--- src/rtl/not_not_judge.sv ---
// -----------------------------------------------------------------------------
// not_not_judge
//
// Judges one round of the "not not" reaction game. A prompt arrives as a
// one-cycle round_start pulse carrying a mask of acceptable switches. The
// judge waits for every switch to be released. It then opens an answer window
// and scores the first switch press, or scores a timeout if no press arrives.
//
// Parameters
//   TICKS_PER_ROUND  answer window in CLOCK_50 cycles (16 .. 2^26-1)
//   START_LIVES      lives loaded at reset (1 .. 3)
//
// Optional feature
//   NOT_NOT_SPEEDUP_EN  when defined, the window shrinks by TICKS_PER_ROUND/16
//                       for every point scored. It never goes below
//                       TICKS_PER_ROUND/4. The window is sampled when the
//                       round arms.
//
// Ports
//   CLOCK_50     in   sole clock, rising edge
//   resetn       in   asynchronous active-low reset
//   round_start  in   one-cycle prompt pulse
//   expected     in   [3:0] acceptable-switch mask, sampled on round_start
//   player_sw    in   [3:0] raw asynchronous player switches
//   score        out  [6:0] correct answers, saturates at 99
//   lives        out  [1:0] remaining lives
//   round_done   out  one-cycle pulse while a round is being judged
//   result_ok    out  verdict of the last judged round
//   busy         out  high while a round is in progress (ARM/WAIT/JUDGE)
//   game_over    out  high once all lives are gone; only reset leaves it
// -----------------------------------------------------------------------------
module not_not_judge #(
    parameter int TICKS_PER_ROUND = 50000000,
    parameter int START_LIVES     = 3
) (
    input  logic       CLOCK_50,
    input  logic       resetn,
    input  logic       round_start,
    input  logic [3:0] expected,
    input  logic [3:0] player_sw,
    output logic [6:0] score,
    output logic [1:0] lives,
    output logic       round_done,
    output logic       result_ok,
    output logic       busy,
    output logic       game_over
);

    // The timer only ever counts up to window-1 <= TICKS_PER_ROUND-1.
    localparam int TW = $clog2(TICKS_PER_ROUND);
    localparam logic [TW-1:0] FULL_LIMIT_M1 = TW'(TICKS_PER_ROUND - 1);

    typedef enum logic [2:0] {IDLE, ARM, WAIT, JUDGE, OVER} state_t;

    state_t        state;
    logic [3:0]    sw_meta;
    logic [3:0]    sw_sync;
    logic [3:0]    sw_prev;
    logic [3:0]    mask_q;
    logic [TW-1:0] timer;
    logic [TW-1:0] limit_m1;

    logic [3:0]    pressed;
    logic          any_press;
    logic          single_press;
    logic          timeout;
    logic          verdict;

`ifdef NOT_NOT_SPEEDUP_EN
    // The product score*step can exceed the timer width, so the window is
    // worked out in a wide word and clamped before it is narrowed.
    localparam logic [33:0] T_FULL  = 34'(TICKS_PER_ROUND);
    localparam logic [33:0] T_STEP  = 34'(TICKS_PER_ROUND >> 4);
    localparam logic [33:0] T_FLOOR = 34'(TICKS_PER_ROUND >> 2);

    logic [33:0] cut;
    logic [33:0] speed_limit;

    always_comb begin
        cut         = 34'(score) * T_STEP;
        speed_limit = T_FULL - cut;
        if (cut >= (T_FULL - T_FLOOR)) begin
            speed_limit = T_FLOOR;
        end
    end
`else
    assign limit_m1 = FULL_LIMIT_M1;
`endif

    // Two flops synchronise the switches. A third copy holds the previous
    // synchronised value, so a press is seen as a 0->1 edge of a switch.
    always_ff @(posedge CLOCK_50 or negedge resetn) begin
        if (!resetn) begin
            sw_meta <= 4'd0;
            sw_sync <= 4'd0;
            sw_prev <= 4'd0;
        end else begin
            sw_meta <= player_sw;
            sw_sync <= sw_meta;
            sw_prev <= sw_sync;
        end
    end

    // A press outranks a timeout that lands in the same cycle. Two or more
    // bits rising together count as a wrong answer.
    always_comb begin
        pressed      = sw_sync & ~sw_prev;
        any_press    = |pressed;
        single_press = any_press && ((pressed & (pressed - 4'd1)) == 4'd0);
        timeout      = (timer == limit_m1);
        verdict      = any_press ? (single_press && (|(pressed & mask_q)))
                                 : (mask_q == 4'd0);
    end

    // Round FSM. The visible outputs change on the edge that enters each
    // state, so JUDGE is exactly the single cycle in which round_done is high.
    always_ff @(posedge CLOCK_50 or negedge resetn) begin
        if (!resetn) begin
            state      <= IDLE;
            score      <= 7'd0;
            lives      <= 2'(START_LIVES);
            round_done <= 1'b0;
            result_ok  <= 1'b0;
            busy       <= 1'b0;
            game_over  <= 1'b0;
            timer      <= '0;
            mask_q     <= 4'd0;
`ifdef NOT_NOT_SPEEDUP_EN
            limit_m1   <= FULL_LIMIT_M1;
`endif
        end else begin
            round_done <= 1'b0;
            case (state)
                IDLE: begin
                    if (round_start) begin
                        mask_q <= expected;
                        busy   <= 1'b1;
                        state  <= ARM;
                    end
                end
                ARM: begin
                    // A switch already held down does not count as an answer.
                    // Wait until every switch is released.
                    if (sw_sync == 4'd0) begin
                        timer <= '0;
`ifdef NOT_NOT_SPEEDUP_EN
                        limit_m1 <= TW'(speed_limit - 34'd1);
`endif
                        state <= WAIT;
                    end
                end
                WAIT: begin
                    if (any_press || timeout) begin
                        round_done <= 1'b1;
                        result_ok  <= verdict;
                        if (verdict) begin
                            if (score != 7'd99) begin
                                score <= score + 7'd1;
                            end
                        end else begin
                            lives <= lives - 2'd1;
                        end
                        state <= JUDGE;
                    end else begin
                        timer <= timer + 1'b1;
                    end
                end
                JUDGE: begin
                    busy <= 1'b0;
                    if (lives == 2'd0) begin
                        game_over <= 1'b1;
                        state     <= OVER;
                    end else begin
                        state <= IDLE;
                    end
                end
                OVER: begin
                    state <= OVER;
                end
                default: begin
                    state <= IDLE;
                end
            endcase
        end
    end

endmodule

--- config.mk ---
export PLATFORM = sky130hd
export DESIGN_NAME = not_not_judge
export DESIGN_NICKNAME = d
export VERILOG_FILES = /design/src/rtl/not_not_judge.sv
export SDC_FILE = /design/constraint.sdc
export NUM_CORES = 1
export LEC_CHECK = 0
export ABC_AREA = 1
export BUFFER_PORTS_ARGS = -buffer_cell sky130_fd_sc_hd__buf_2
export CORE_MARGIN = 4
export CORE_UTILIZATION = 30
export CTS_BUF_LIST = sky130_fd_sc_hd__clkbuf_4
export DETAILED_ROUTE_END_ITERATION = 8
export GPL_TIMING_DRIVEN = 0
export PLACE_DENSITY = 0.48
export RECOVER_POWER = 25
export SYNTH_ARGS = -nofsm -noshare
export SYNTH_HDL_FRONTEND = slang
export SYNTH_SLANG_ARGS = --single-unit
--- constraint.sdc ---
create_clock -name CLOCK_50 -period 2.9 [get_ports CLOCK_50]
set_input_delay 0.58 -clock CLOCK_50 [delete_from_list [all_inputs] [get_ports CLOCK_50]]
set_output_delay 0.58 -clock CLOCK_50 [all_outputs]
set_load 0.02 [all_outputs]
### Yosys cells after proc, flatten, opt, wreduce, memory -nomap -nowiden

Cells that the tools add are included.

| cells by class | value |
|---|---|
| reduce and logical (&&, ||, !) cells | 20 |
| shift operators | 0 |
| $lt $le $gt $ge | 0 |
| equal/unequal tests | 10 |
| muxes and demuxes | 13 |
| div/mod/pow operators | 0 |
| bitwise gates (word level) | 5 |
| $mul | 0 |
| add/sub/neg operators | 4 |

Operators with widths:

| kind | number |
|---|---|
| $mux W26 | 2 |
| $pmux W26 S2 | 1 |
| $add A26 B1 Y26 const B | 1 |
| $eq A26 B26 Y1 const B | 1 |
| $pmux W3 S5 | 1 |
| $and A4 B4 Y4 | 3 |
| $logic_not A4 Y1 | 3 |
| $mux W3 | 4 |
| $reduce_and A3 Y1 | 3 |
| $ne A2 B2 Y1 const B | 4 |
| $reduce_and A2 Y1 | 4 |
| $reduce_or A4 Y1 | 2 |
| $add A7 B1 Y7 const B | 1 |
| $ne A7 B7 Y1 const B | 1 |
| $eq A3 B2 Y1 const B | 2 |
| $mux W1 | 4 |
| $not A4 Y4 | 1 |
| $reduce_and A4 Y1 | 1 |
| $reduce_bool A2 Y1 | 2 |
| $sub A4 B1 Y4 const B | 1 |
| $eq A3 B1 Y1 const B | 1 |
| $eq A3 B3 Y1 const B | 1 |
| $logic_not A3 Y1 | 1 |
| $logic_and A1 B1 Y1 | 2 |
| 5 further kinds | 5 |

| storage, ports and cells | value |
|---|---|
| memories kept | 0 |
| register bits | 58 |
| output and inout bits | 13 |
| latch bits | 0 |
| bits in read-only memories | 0 |
| bits of input ports | 11 |
| memory bits (writable) | 0 |

### Depth between registers and ports, before layout

| depth | value |
|---|---|
| depth after elaboration | 10 |
| mapped depth | 12 |
| depth with buffers taken out | 12 |

### Least setup slack after synthesis

OpenSTA, ideal clock, no wires.

| path | value |
|---|---|
| path kind | flip-flop to flip-flop |
| start point | register timer[0] |
| end point | register timer[20] |
| data required time | 2.783 ns |
| setup time | 0.117 ns |
| path buffers | 1 |
| stages on the path, launching flop included | 13 |
| arrival time | 1.586 ns |
| slack | 1.197 ns |
| cells stage by stage | dfrtp_1 -> ha_1 -> nand2_1 -> inv_2 -> nand2_2 -> nor2_4 -> nand3_4 -> nand3_4 -> nand2_4 -> nand2_8 -> buf_8 -> nand2_1 -> nand2_1 |

| on the way | value |
|---|---|
| longest elaborated chain between the ends | 4 |

Ends and longest elaborated chain:

| what | RTL line | RTL |
|---|---|---|
| from (decl) | 60 | `logic [TW-1:0] timer;` |
| from (signal assigned) | 165 | `timer <= timer + 1'b1;` |
| branches (longest 4 deep; another with $add A26 B1 Y26) | - |  |

Parallel ways; which one is timed is not known. The select of a mux whose other input is x is not followed.
A chain may end at the register's enable or synchronous reset.

### Worst setup path in the final report

| path | value |
|---|---|
| start point | register timer[0] |
| end point | register score[0] |

| on the way | value |
|---|---|
| longest elaborated chain between the ends | 3 |

Ends and longest elaborated chain:

| what | RTL line | RTL |
|---|---|---|
| $eq A26 B26 Y1 | 110 | `timeout = (timer == limit_m1);` |
| $logic_or A1 B1 Y1 | 153 | `if (any_press \|\| timeout) begin` |
| $reduce_and A4 Y1 (no source line) | - |  |
| to (signal assigned) | 158 | `score <= score + 7'd1;` |
| to (decl) | 41 | `output logic [6:0] score,` |

Every way passes these cells.

==> metrics.md <==
| Metric | Value |
|---|---|
| Status | `finished, violations left` |
| Failing checks | `capacitance limit, slew limit` |
| Setup crit start kind | `flop` |
| 1st-pass router iterations | `4` |
| Endpoints failing hold | `0` |
| Total placed cells including tap cells | `635` |
| DIE HEIGHT | `114 um` |
| Cts bufs inserted | `9` |
| Initial antenna violation count | `0` |
| R2r worst-path depth | `10` |
| Total number of yosys warnings | `0` |
| Worst hold path type | `input port to flop` |
| Final Instance Area | `3820 um^2` |
| Grt total ovfl | `0` |
| Register area share after synthesis | `0.429` |
| Peak supply drop | `0.000167 V` |
| Post-route clock period utilization | `0.720` |
| Register Area | `1450 um^2` |
| Synthesized area | `3390 um^2` |
| Synth area leaders | `dfrtp_1 41%, nand2_1 19%, nor2_1 8.5%, nand3_1 7.4%, inv_1 4.2%` |
| Non-filler instance count after layout | `651` |
| Setup_tns | `0 ns` |
| Mean Syn Cell Area | `7.18 um^2` |
| Routed vias/inst | `4.55` |
| Final worst slack | `0.813 ns` |
| Yosys top cell by area | `dfrtp_1` |
| Placer Congestion | `0.852` |
| Worst Path Arrival | `2.41 ns` |
| Commonest non-fill, non-tap cell in the layout | `nand2_1` |
| Footprint of the multi-input gates | `1710 um^2` |
| First-pass GRT wire length | `14.6 mm` |
| Die area | `13100 um^2` |
| Core area | `10900 um^2` |
| Relative slew margins | `-0.0217` |
| Most frequent cells in the layout | `170 x nand2_1, 77 x nor2_1, 56 x dfrtp_1` |
| Hold_buf cts | `0` |
| Cell area after placement | `3680 um^2` |
| Critical R2R Capture | `score[0]` |
| Mapped Cells | `472` |
| R2R Setup Slk | `0.81 ns` |
| NumNets Final | `520` |
| Final Max Tran Viols | `59` |
| Post-Route WL | `8.30 mm` |
| Worst-path fanout max | `9` |
| DRT iter0 DRCs | `143` |
| Largest net degree at the start of global routing | `59` |
| Residual DRC count | `0` |
| Max clock buf depth | `2` |
| Die W | `114 um` |
| Setup violators final | `0` |
| Total Routing Usage GR | `0.140` |
| Synth Register Bits | `58` |
| Starting Density | `0.310` |
| Post-synth cell types | `30` |
| Setup Skew | `0.0184 ns` |
| Postcts setup bufs | `0` |
| Post-DRT Antenna Nets | `0` |
| Clock sinks | `58` |
| Synth top area share | `0.413` |
| Pwr dens | `390 nW/um^2` |
| Critical path class | `flop to flop` |
| Setup slack at placement | `0.834 ns` |
| DP Wirelength | `6.00 mm` |
| Slew @ Worst Pin | `1.53 ns` |
| CTS H-tree depth | `3` |
| RSZ-0062 raised after global routing | `no` |
| Clk slew on worst S/H paths | `0.12 ns` |
| Num rows | `38` |
| Worst skew pair latency | `0.42 ns` |
| Req. time, crit path | `3.22 ns` |
| P&R area growth vs syn | `12.8%` |
| TritonCTS clock tree | `yes` |
| Core Util, Final | `0.350` |
| Share of cells above drive strength 1 | `0.137` |
| WL/cell | `12.8 um` |
| I/O Pins | `24` |
| Worst Setup EP | `score[0]` |
| # resized after CTS | `0` |
| Root Driver | `clkbuf_4` |
| R2r startpoint | `timer[0]` |
| Input/output buffers | `23` |
| Syn Nets | `486` |
| Vias in the first global route | `2977` |
| DR vias | `2965` |
| Leak Pwr | `1.78 nW` |
| Inserted Diodes | `0` |
| F_max | `479 MHz` |
| Crit path from | `timer[0]` |
| Final Critical Period | `2.09 ns` |
| Max-Cap Viols | `1` |
| Total power | `1.49 mW` |
| Filler Cell Count | `1204` |
| Worst hold slack | `0.254 ns` |
| Crit path capture type | `flop` |
critical path, stage by stage, from the launching register on:
cell	delay [ns]
dfrtp_1	0.52
ha_1	0.33
nand2_1	0.13
inv_2	0.08
nand2_2	0.10
nor2_4	0.11
nand3_4	0.11
nand2_4	0.14
nand3_1	0.26
nand2_1	0.13
nand2_1	0.06
layer usage:
layer / vias up / wire, um / track usage
met4: 0 / 114 / 0.0412
met1: 1360 / 4150 / 0.191
met5: - / 0 / 0
li1: 1553 / - / -
met2: 39 / 3770 / 0.220
met3: 13 / 277 / 0.0328
cell type report:
type / count / share of cell area
buffer: 10 / 0.0177
clock buffer: 9 / 0.0177
multi-input combinational: 363 / 0.448
sequential: 58 / 0.380
tap: 140 / 0.0458
clock inverter: 7 / 0.0200
timing repair buffer: 23 / 0.0301
inverter: 41 / 0.0402
state kept, by name, summed over array words and instances (netlist names):
| name | cells |
|---|---|
| mask_q | 4 |
| sw_sync | 4 |
| sw_meta | 4 |
| result_ok | 1 |
| score | 7 |
| busy | 1 |
| game_over | 1 |
| state | 3 |
| sw_prev | 4 |
| lives | 2 |
| round_done | 1 |
| timer | 26 |
worst min-delay path by stage:
stage,start,to,slack [ns],cells after the start
floorplan,resetn,busy,0.28,0
global route,player_sw[0],sw_meta[0],0.22,1
finish,player_sw[2],sw_meta[2],0.25,1
CTS,player_sw[0],sw_meta[0],0.22,1
global placement,sw_meta[2],sw_sync[2],0.33,0
detailed placement,sw_meta[2],sw_sync[2],0.33,0
Yosys cell counts (all sizes together):
| cell type | count |
|---|---|
| a31oi | 1 |
| nand3 | 52 |
| nand2 | 177 |
| xor2 | 10 |
| xnor2 | 3 |
| nor3 | 6 |
| nor2 | 82 |
| nand3b | 1 |
| inv | 41 |
| nand4 | 16 |
| clkbuf | 3 |
| dfstp | 2 |
| ha | 3 |
| o21ai | 3 |
| nor4 | 1 |
| o21bai | 4 |
| dfrtp | 56 |
| buf | 7 |
| mux2 | 4 |
cells by family after synthesis:
| family | count (synthesis) | share of synthesized area |
|---|---|---|
| flops | 58 | 0.429 |
| compound gates | 8 | 0.0170 |
| buf+inv | 51 | 0.0653 |
| fa+ha+maj | 3 | 0.0111 |
| mux | 4 | 0.0133 |
| simple gates | 335 | 0.431 |
| xor+xnor | 13 | 0.0336 |
power breakdown:
group	switching (mW)	leakage, nW	internal, mW
logic	0.0352	0.940	0.0109
registers	0.00467	0.765	0.817
clock network	0.355	0.0729	0.268
total	0.395	1.78	1.10
No activity file was read; power rests on OpenSTA's default activity.
